$ cat src/rtl/pwm_peripheral.sv
// 16-channel PWM/static output driver sharing one prescaler, step counter and duty shadow.
// Per-bit enables select off / static high / PWM; out is registered.
module pwm_peripheral #(
  parameter int unsigned PRESCALE = 13
) (
  input  logic        clk,
  input  logic        rst_n,
  input  logic [7:0]  en_reg_out_7_0,
  input  logic [7:0]  en_reg_out_15_8,
  input  logic [7:0]  en_reg_pwm_7_0,
  input  logic [7:0]  en_reg_pwm_15_8,
  input  logic [7:0]  pwm_duty_cycle,
  output logic [15:0] out,
  output logic        period_start
);

  localparam logic [15:0] PRE_MAX = 16'(PRESCALE - 1);

  logic [15:0] pre_cnt;
  logic [7:0]  step_cnt;
  logic [7:0]  duty_shadow;
  logic        tick;
  logic        boundary;
  logic        pwm_level;
  logic [15:0] en_out;
  logic [15:0] en_pwm;
  logic [15:0] out_next;

  assign tick     = (pre_cnt == PRE_MAX);
  assign boundary = tick && (step_cnt == 8'hFF);

  // NOTE: sequential state uses non-blocking assignments so every register samples pre-edge values.
  always_ff @(posedge clk or negedge rst_n) begin
    if (!rst_n) begin
      pre_cnt <= '0;
    end else if (tick) begin
      pre_cnt <= '0;
    end else begin
      pre_cnt <= pre_cnt + 16'd1;
    end
  end

  always_ff @(posedge clk or negedge rst_n) begin
    if (!rst_n) begin
      step_cnt <= '0;
    end else if (tick) begin
      step_cnt <= step_cnt + 8'd1;
    end
  end

  // Duty only changes at the period boundary so a period is never cut short or stretched.
  always_ff @(posedge clk or negedge rst_n) begin
    if (!rst_n) begin
      duty_shadow  <= '0;
      period_start <= 1'b0;
    end else begin
      period_start <= boundary;
      if (boundary) begin
        duty_shadow <= pwm_duty_cycle;
      end
    end
  end

  assign pwm_level = (duty_shadow == 8'hFF) || (step_cnt < duty_shadow);

  assign en_out   = {en_reg_out_15_8, en_reg_out_7_0};
  assign en_pwm   = {en_reg_pwm_15_8, en_reg_pwm_7_0};
  // Enabled bits drive 1 in static mode and the shared PWM level in PWM mode.
  assign out_next = en_out & (~en_pwm | {16{pwm_level}});

  always_ff @(posedge clk or negedge rst_n) begin
    if (!rst_n) begin
      out <= '0;
    end else begin
      out <= out_next;
    end
  end

endmodule

$ cat config.mk
export PLATFORM = sky130hd
export DESIGN_NAME = pwm_peripheral
export DESIGN_NICKNAME = d
export VERILOG_FILES = /design/src/rtl/pwm_peripheral.sv
export SDC_FILE = /design/constraint.sdc
export NUM_CORES = 1
export LEC_CHECK = 0
export CAP_MARGIN = 15
export CORE_MARGIN = 2
export CORE_UTILIZATION = 48
export CTS_CLUSTER_SIZE = 24
export DETAILED_ROUTE_END_ITERATION = 10
export PLACE_DENSITY = 0.81
export SETUP_SLACK_MARGIN = 0.02
export SLEW_MARGIN = 15
export SYNTH_ARGS = -nofsm -noshare
export SYNTH_HDL_FRONTEND = slang
export SYNTH_SLANG_ARGS = --single-unit
$ cat constraint.sdc
create_clock -name clk -period 2.34 [get_ports clk]
set_clock_uncertainty 0.1 [all_clocks]
set_input_delay 0.234 -clock clk [delete_from_list [all_inputs] [get_ports clk]]
set_output_delay 0.234 -clock clk [all_outputs]
set_load 0.02 [all_outputs]
After elaboration in Yosys (flattened, before gate mapping)
Cells that the tools add are included.

storage, ports and cells
  logic and storage cells = 17
  register bits after elaboration = 49
  input bits = 42

operators by class
  $lt $le $gt $ge = 1
  bitwise logic cells = 3
  add/subtract/negate cells = 2
  mux-type cells = 1
  reduce and logical (&&, ||, !) cells = 2
  eq/ne operators = 3

operator list
  cell                                                  count
  adder 16 x 1 -> 16 bit, second input constant         1
  AND 16 bit                                            1
  equality test 16 x 4 -> 1 bit, second input constant  1
  equality test 8 bit, second input constant            2
  two-way mux 16 bit                                    1
  NOT 16 bit                                            1
  OR 16 bit                                             1
  adder 8 x 1 -> 8 bit, second input constant           1
  less-than comparator 8 bit                            1
  logical AND 1 bit                                     1
  logical OR 1 bit                                      1

Logic depth before layout (Yosys ltp)
  depth in word-level cells = 4
  gate-level depth with buffers = 7
  mapped depth without buffers = 6

Worst setup path after synthesis
Ideal clock, no wire load.

  path type = register to register
  from = register pre_cnt[0]
  to = register duty_shadow[0]
  path buffers = 0
  required time = 2.115 ns
  arrival time = 1.516 ns
  setup slack = 0.599 ns
  clock period less this slack = 1.741 ns
  stages on the path, launching flop included = 7
  cells stage by stage = dfrtp_1 inv_1 ha_1 nor4b_2 and4_4 nand3_4 mux2_4

between the ends
  word-level cells in the longest chain between the ends = 2

RTL lines
  item                           line  source
  from (decl)                    19    logic [15:0] pre_cnt;
  from (signal assigned)         39    pre_cnt <= pre_cnt + 16'd1;
  equality test 16 x 4 -> 1 bit  29    assign tick = (pre_cnt == PRE_MAX);
  logical AND 1 bit              30    assign boundary = tick && (step_cnt == 8'hFF);
  to (signal assigned)           59    duty_shadow <= pwm_duty_cycle;
  to (decl)                      21    logic [7:0] duty_shadow;

No other way between the ends.
A chain may end at the register's enable or synchronous reset.

Final worst setup path
  from = register step_cnt[7]
  to = register out[6]

between the ends
  word-level cells in the longest chain between the ends = 4

RTL lines
  item                        line  source
  from (decl)                 20    logic [7:0] step_cnt;
  from (signal assigned)      47    step_cnt <= step_cnt + 8'd1;
  less-than comparator 8 bit  64    assign pwm_level = (duty_shadow == 8'hFF) || (step_cnt < duty_shadow);
  logical OR 1 bit            64
  OR 16 bit                   69    assign out_next = en_out & (~en_pwm | {16{pwm_level}});
  AND 16 bit                  69
  named net out_next[6]       27    logic [15:0] out_next;
  to (signal assigned)        75    out <= out_next;
  to (decl)                   13    output logic [15:0] out,

The timed path passes the listed nets, and every way through them passes these cells.

==> results.txt <==
After clock tree synthesis, the clock-pin slew on the worst setup and hold paths is 0.09 ns. Before antenna repair, the detailed router went through 4 iterations. TritonCTS built the clock tree.

The final number of hold-violating endpoints came out at 0. The die outline width is 73.14 um. Yosys instantiated no cell more often than sky130_fd_sc_hd__dfrtp_1. At the later pin of the worst-skew pair, clock insertion delay measures 0.29 ns. The die extent in y is 73.14 um.

The tightest min-delay check is of the input port to flop type. The proportion of synthesized flip-flops having asynchronous set or reset is 1.000. The cell total after placement is 302.

The worst slew slack as a fraction of its limit came out at 0.5570. The estimated wirelength of the detail-placed design is 3219 um. The share of the synthesized area in compound gates (AO/OA/AOI/OAI) came out at 0.07252. In this run the deepest clock path goes through 2 buffers. The routed via count is 1612.

The family with the most delay on the worst path is compound AO/OA/AOI/OAI gates. The total negative slack is 0 ns. In this run the number of H-tree levels came out at 2. The number of cells on the worst reg-to-reg path is 5.

The number of standard cells in the layout, taps in and fillers out came out at 311. Setup violations remaining at the end of the flow were counted as 0. The commonest cells after synthesis are sky130_fd_sc_hd__dfrtp_1, sky130_fd_sc_hd__inv_1, sky130_fd_sc_hd__a31oi_1.

After detailed routing, the number of remaining DRC violations is 0. The count of max-cap constraint violations is 0. After synthesis, the cell types taking the most area are sky130_fd_sc_hd__dfrtp_1, sky130_fd_sc_hd__ha_1, sky130_fd_sc_hd__mux2_4. After synthesis the cells add up to 0.002295 mm^2. The area share of fa/ha/maj cells after synthesis came out at 0.05453. In this run the critical register-to-register path is captured at out[6]$_DFF_PN0_. For hold timing, the worst endpoint is out[0]$_DFF_PN0_.

The initial detailed-routing violation count came out at 53. The overall global routing resource usage is 0.1691. In this run the critical register-to-register path is launched from step_cnt[7]$_DFFE_PN0N_. The root buffer cell is sky130_fd_sc_hd__clkbuf_8. Dividing total power by cell area gives a power density of 546.9 mW/mm^2. The number of enable flip-flop cells after synthesis came out at 0. The maximum clock rate is 489.0 MHz. The residual overflow from global routing came out at 0. The utilization after layout came out at 0.6532.

The critical path class is flop to flop. The number of unique standard cell types used by synthesis came out at 34. The sum of buffers and inverters on the critical path came out at 0. In the finished design, the share of the clock period the worst path needs comes to 0.8739. The number of nets in the layout is 308. For the pin with the worst max-slew slack, the measured transition is 0.6625 ns.

At the worst endpoint, the required time is 2.38 ns. The area of all placed cells without fillers came out at 0.003044 mm^2. The critical path's slowest cell is sky130_fd_sc_hd__o211ai_2. The flow ran to the end, and the final reports show no timing, DRC or antenna violations.

The worst hold path begins at en_reg_out_7_0[0]. In the final layout, the share of cells above drive strength 1 is 0.1089. The share of the synthesized area in the top cell type is 0.5344.

The average cell area after synthesis is 11.95 um^2. The share of synthesized area spent on multiplexers is 0.05725. The synthesized instance count came out at 192. The number of antenna violations at the first check in global routing is 0. The register area share after synthesis came out at 0.5344. Counting I/O delays and the setup requirement, the final critical path takes 2.045 ns. The area growth from synthesis to layout is 32.66%. The number of warnings issued by yosys is 0. Walking the worst path, the cells encountered are ha_1 -> and4_1 -> o21ai_0 -> o211ai_2 -> a31oi_1. The count of fill cells added during filler insertion came out at 357.

The placeable core region came out at 0.004661 mm^2. Setup repair after global routing left no endpoint under its margin. Counting every sink on the clock net gives 49. The maximum vdd drop is 0.0003402 V. Counting every net in the synthesized netlist gives 244. The remaining antenna violation count is 0. The delay of the slowest cell on the worst path came out at 0.56 ns. The kind of start point of the critical path is a flop. After synthesis, the largest family of logic cells by area is simple AND/OR/NAND/NOR gates. The number of clock buffers added by TritonCTS is 5. The weighted congestion at the end of routability-driven global placement came out at 0.7099. The global-route wire length before repair is 7003 um. The die covers 0.005349 mm^2. The cell leakage power came out at 0.001423 uW. The number of global-route vias before repair was 1629. The repair_antennas step left the layout with diodes totalling 0. The largest driver fanout on the critical path came out at 16. The top-level I/O count came out at 59. The total length of routed wires came out at 4228 um.

The starting density of the core came out at 0.4923. Row generation in the floorplan step produced 25 rows. The final routed wire length divided by cell count is 13.59 um. Of the total synthesized cell area, the portion taken by AND, OR, NAND and NOR gates is 0.1418. The flip-flop cell with the highest count after synthesis is sky130_fd_sc_hd__dfrtp_1. The max-slew violation count came out at 0. Summing all placed instances gives a cell area of 0.002918 mm^2.

The arrival time of data at the critical path endpoint is 2.09 ns. The post-cts sizing count came out at 0. After detailed routing, the number of vias per cell comes to 5.183. The maximum number of pins on one net before global-route repair came out at 27. The synthesis-stage register bit count came out at 49.

The dominant cell type by area after synthesis is sky130_fd_sc_hd__dfrtp_1. Buffers placed on the I/O ports in this run total 58. The hold-critical path depth came out at 3. STA classifies the critical path endpoint as a flop.

The slack of the worst reg-to-reg path is 0.30 ns. Of the total synthesized cell area, the portion taken by XOR and XNOR cells is 0.08015.
## cells by family (layout without fill, tap and decap cells)
family / Yosys count / in the layout
AND/OR/NAND/NOR: 50 / 50
flip-flops: 49 / 49
buffers and inverters: 31 / 96
AO/OA/AOI/OAI: 22 / 22
XOR/XNOR: 21 / 21
adder cells (fa/ha/maj): 10 / 10
multiplexers: 9 / 9
## worst max-delay path by stage
stage / from / to / slack, ns / cells after the start
6_report: step_cnt[7]$_DFFE_PN0N_ / out[6]$_DFF_PN0_ / 0.30 / 5
4_1_cts: step_cnt[7]$_DFFE_PN0N_ / out[2]$_DFF_PN0_ / 0.29 / 5
3_3_place_gp: pre_cnt[0]$_DFF_PN0_ / duty_shadow[7]$_DFFE_PN0P_ / 0.37 / 6
5_1_grt: duty_shadow[7]$_DFFE_PN0P_ / out[2]$_DFF_PN0_ / 0.09 / 6
3_5_place_dp: step_cnt[7]$_DFFE_PN0N_ / out[2]$_DFF_PN0_ / 0.30 / 5
2_1_floorplan: pre_cnt[0]$_DFF_PN0_ / duty_shadow[0]$_DFFE_PN0P_ / 0.60 / 6
## layout make-up
| type | count | area, um^2 | area share |
|---|---|---|---|
| flip-flops and latches | 49 | 1226 | 0.4028 |
| clock buffers | 7 | 86.33 | 0.02836 |
| clock inverters | 1 | 30.03 | 0.009864 |
| repair buffers | 61 | 600.6 | 0.1973 |
| inverters | 27 | 101.3 | 0.03329 |
| multi-input cells | 112 | 932.1 | 0.3062 |
| well taps | 54 | 67.56 | 0.02219 |
## power by group
part	switching [uW]	internal [uW]
combinational	66.8	109
sequential	9.32	867
clock	264	349
total	340	1320
## metrics by stage
step	power (uW)	setup WS (ns)	hold WS (ns)
after global routing	1731	0.09328	0.3421
after detailed placement	1070	0.3020	0.1723
final	1665	0.2950	0.3510
after floorplan	947.2	0.5994	-0.1616
after CTS	1691	0.2881	0.3407
after global placement	1066	0.3664	0.1667
## per-layer routing
metal,track usage,wire [um],up-vias
li1,-,-,791
met1,0.2124,1954,769
met2,0.2863,2015,50
met3,0.04420,230,2
met4,0.04938,27,0
met5,0,0,-
## layout by cell type, fill, tap and decap left out, types with 2 or more instances in the layout
| cell | instances |
|---|---|
| sky130_fd_sc_hd__clkdlybuf4s50_1 | 57 |
| sky130_fd_sc_hd__dfrtp_1 | 49 |
| sky130_fd_sc_hd__inv_1 | 27 |
| sky130_fd_sc_hd__a31oi_1 | 16 |
| sky130_fd_sc_hd__xnor2_1 | 13 |
| sky130_fd_sc_hd__nand2_1 | 10 |
| sky130_fd_sc_hd__ha_1 | 10 |
| sky130_fd_sc_hd__nor2_1 | 8 |
| sky130_fd_sc_hd__xor2_1 | 8 |
| sky130_fd_sc_hd__mux2_4 | 8 |
| sky130_fd_sc_hd__nand4_1 | 7 |
| sky130_fd_sc_hd__nand3_1 | 7 |
| sky130_fd_sc_hd__clkbuf_8 | 6 |
| sky130_fd_sc_hd__and4_1 | 3 |
| sky130_fd_sc_hd__and3_1 | 3 |
| sky130_fd_sc_hd__nor3_1 | 2 |
| sky130_fd_sc_hd__buf_4 | 2 |
## state kept, by name, indices dropped and copies added (netlist names)
register      flops
pre_cnt          16
out              16
duty_shadow       8
period_start      1
step_cnt          8
## worst reg2reg max path: cells and delay by family (launching register included)
| family | cells | cell delay [ns] |
|---|---|---|
| compound gates | 3 | 0.86 |
| fa+ha+maj | 1 | 0.32 |
| flops | 1 | 0.42 |
| simple gates | 1 | 0.20 |
## timing repair
action / 4_1_cts / 5_1_grt
hold buffers: 1 / 0
buffers inserted: 0 / 0
hold endpoints to repair: 24 / 0
Note: power is estimated with default switching activity, not from simulation.
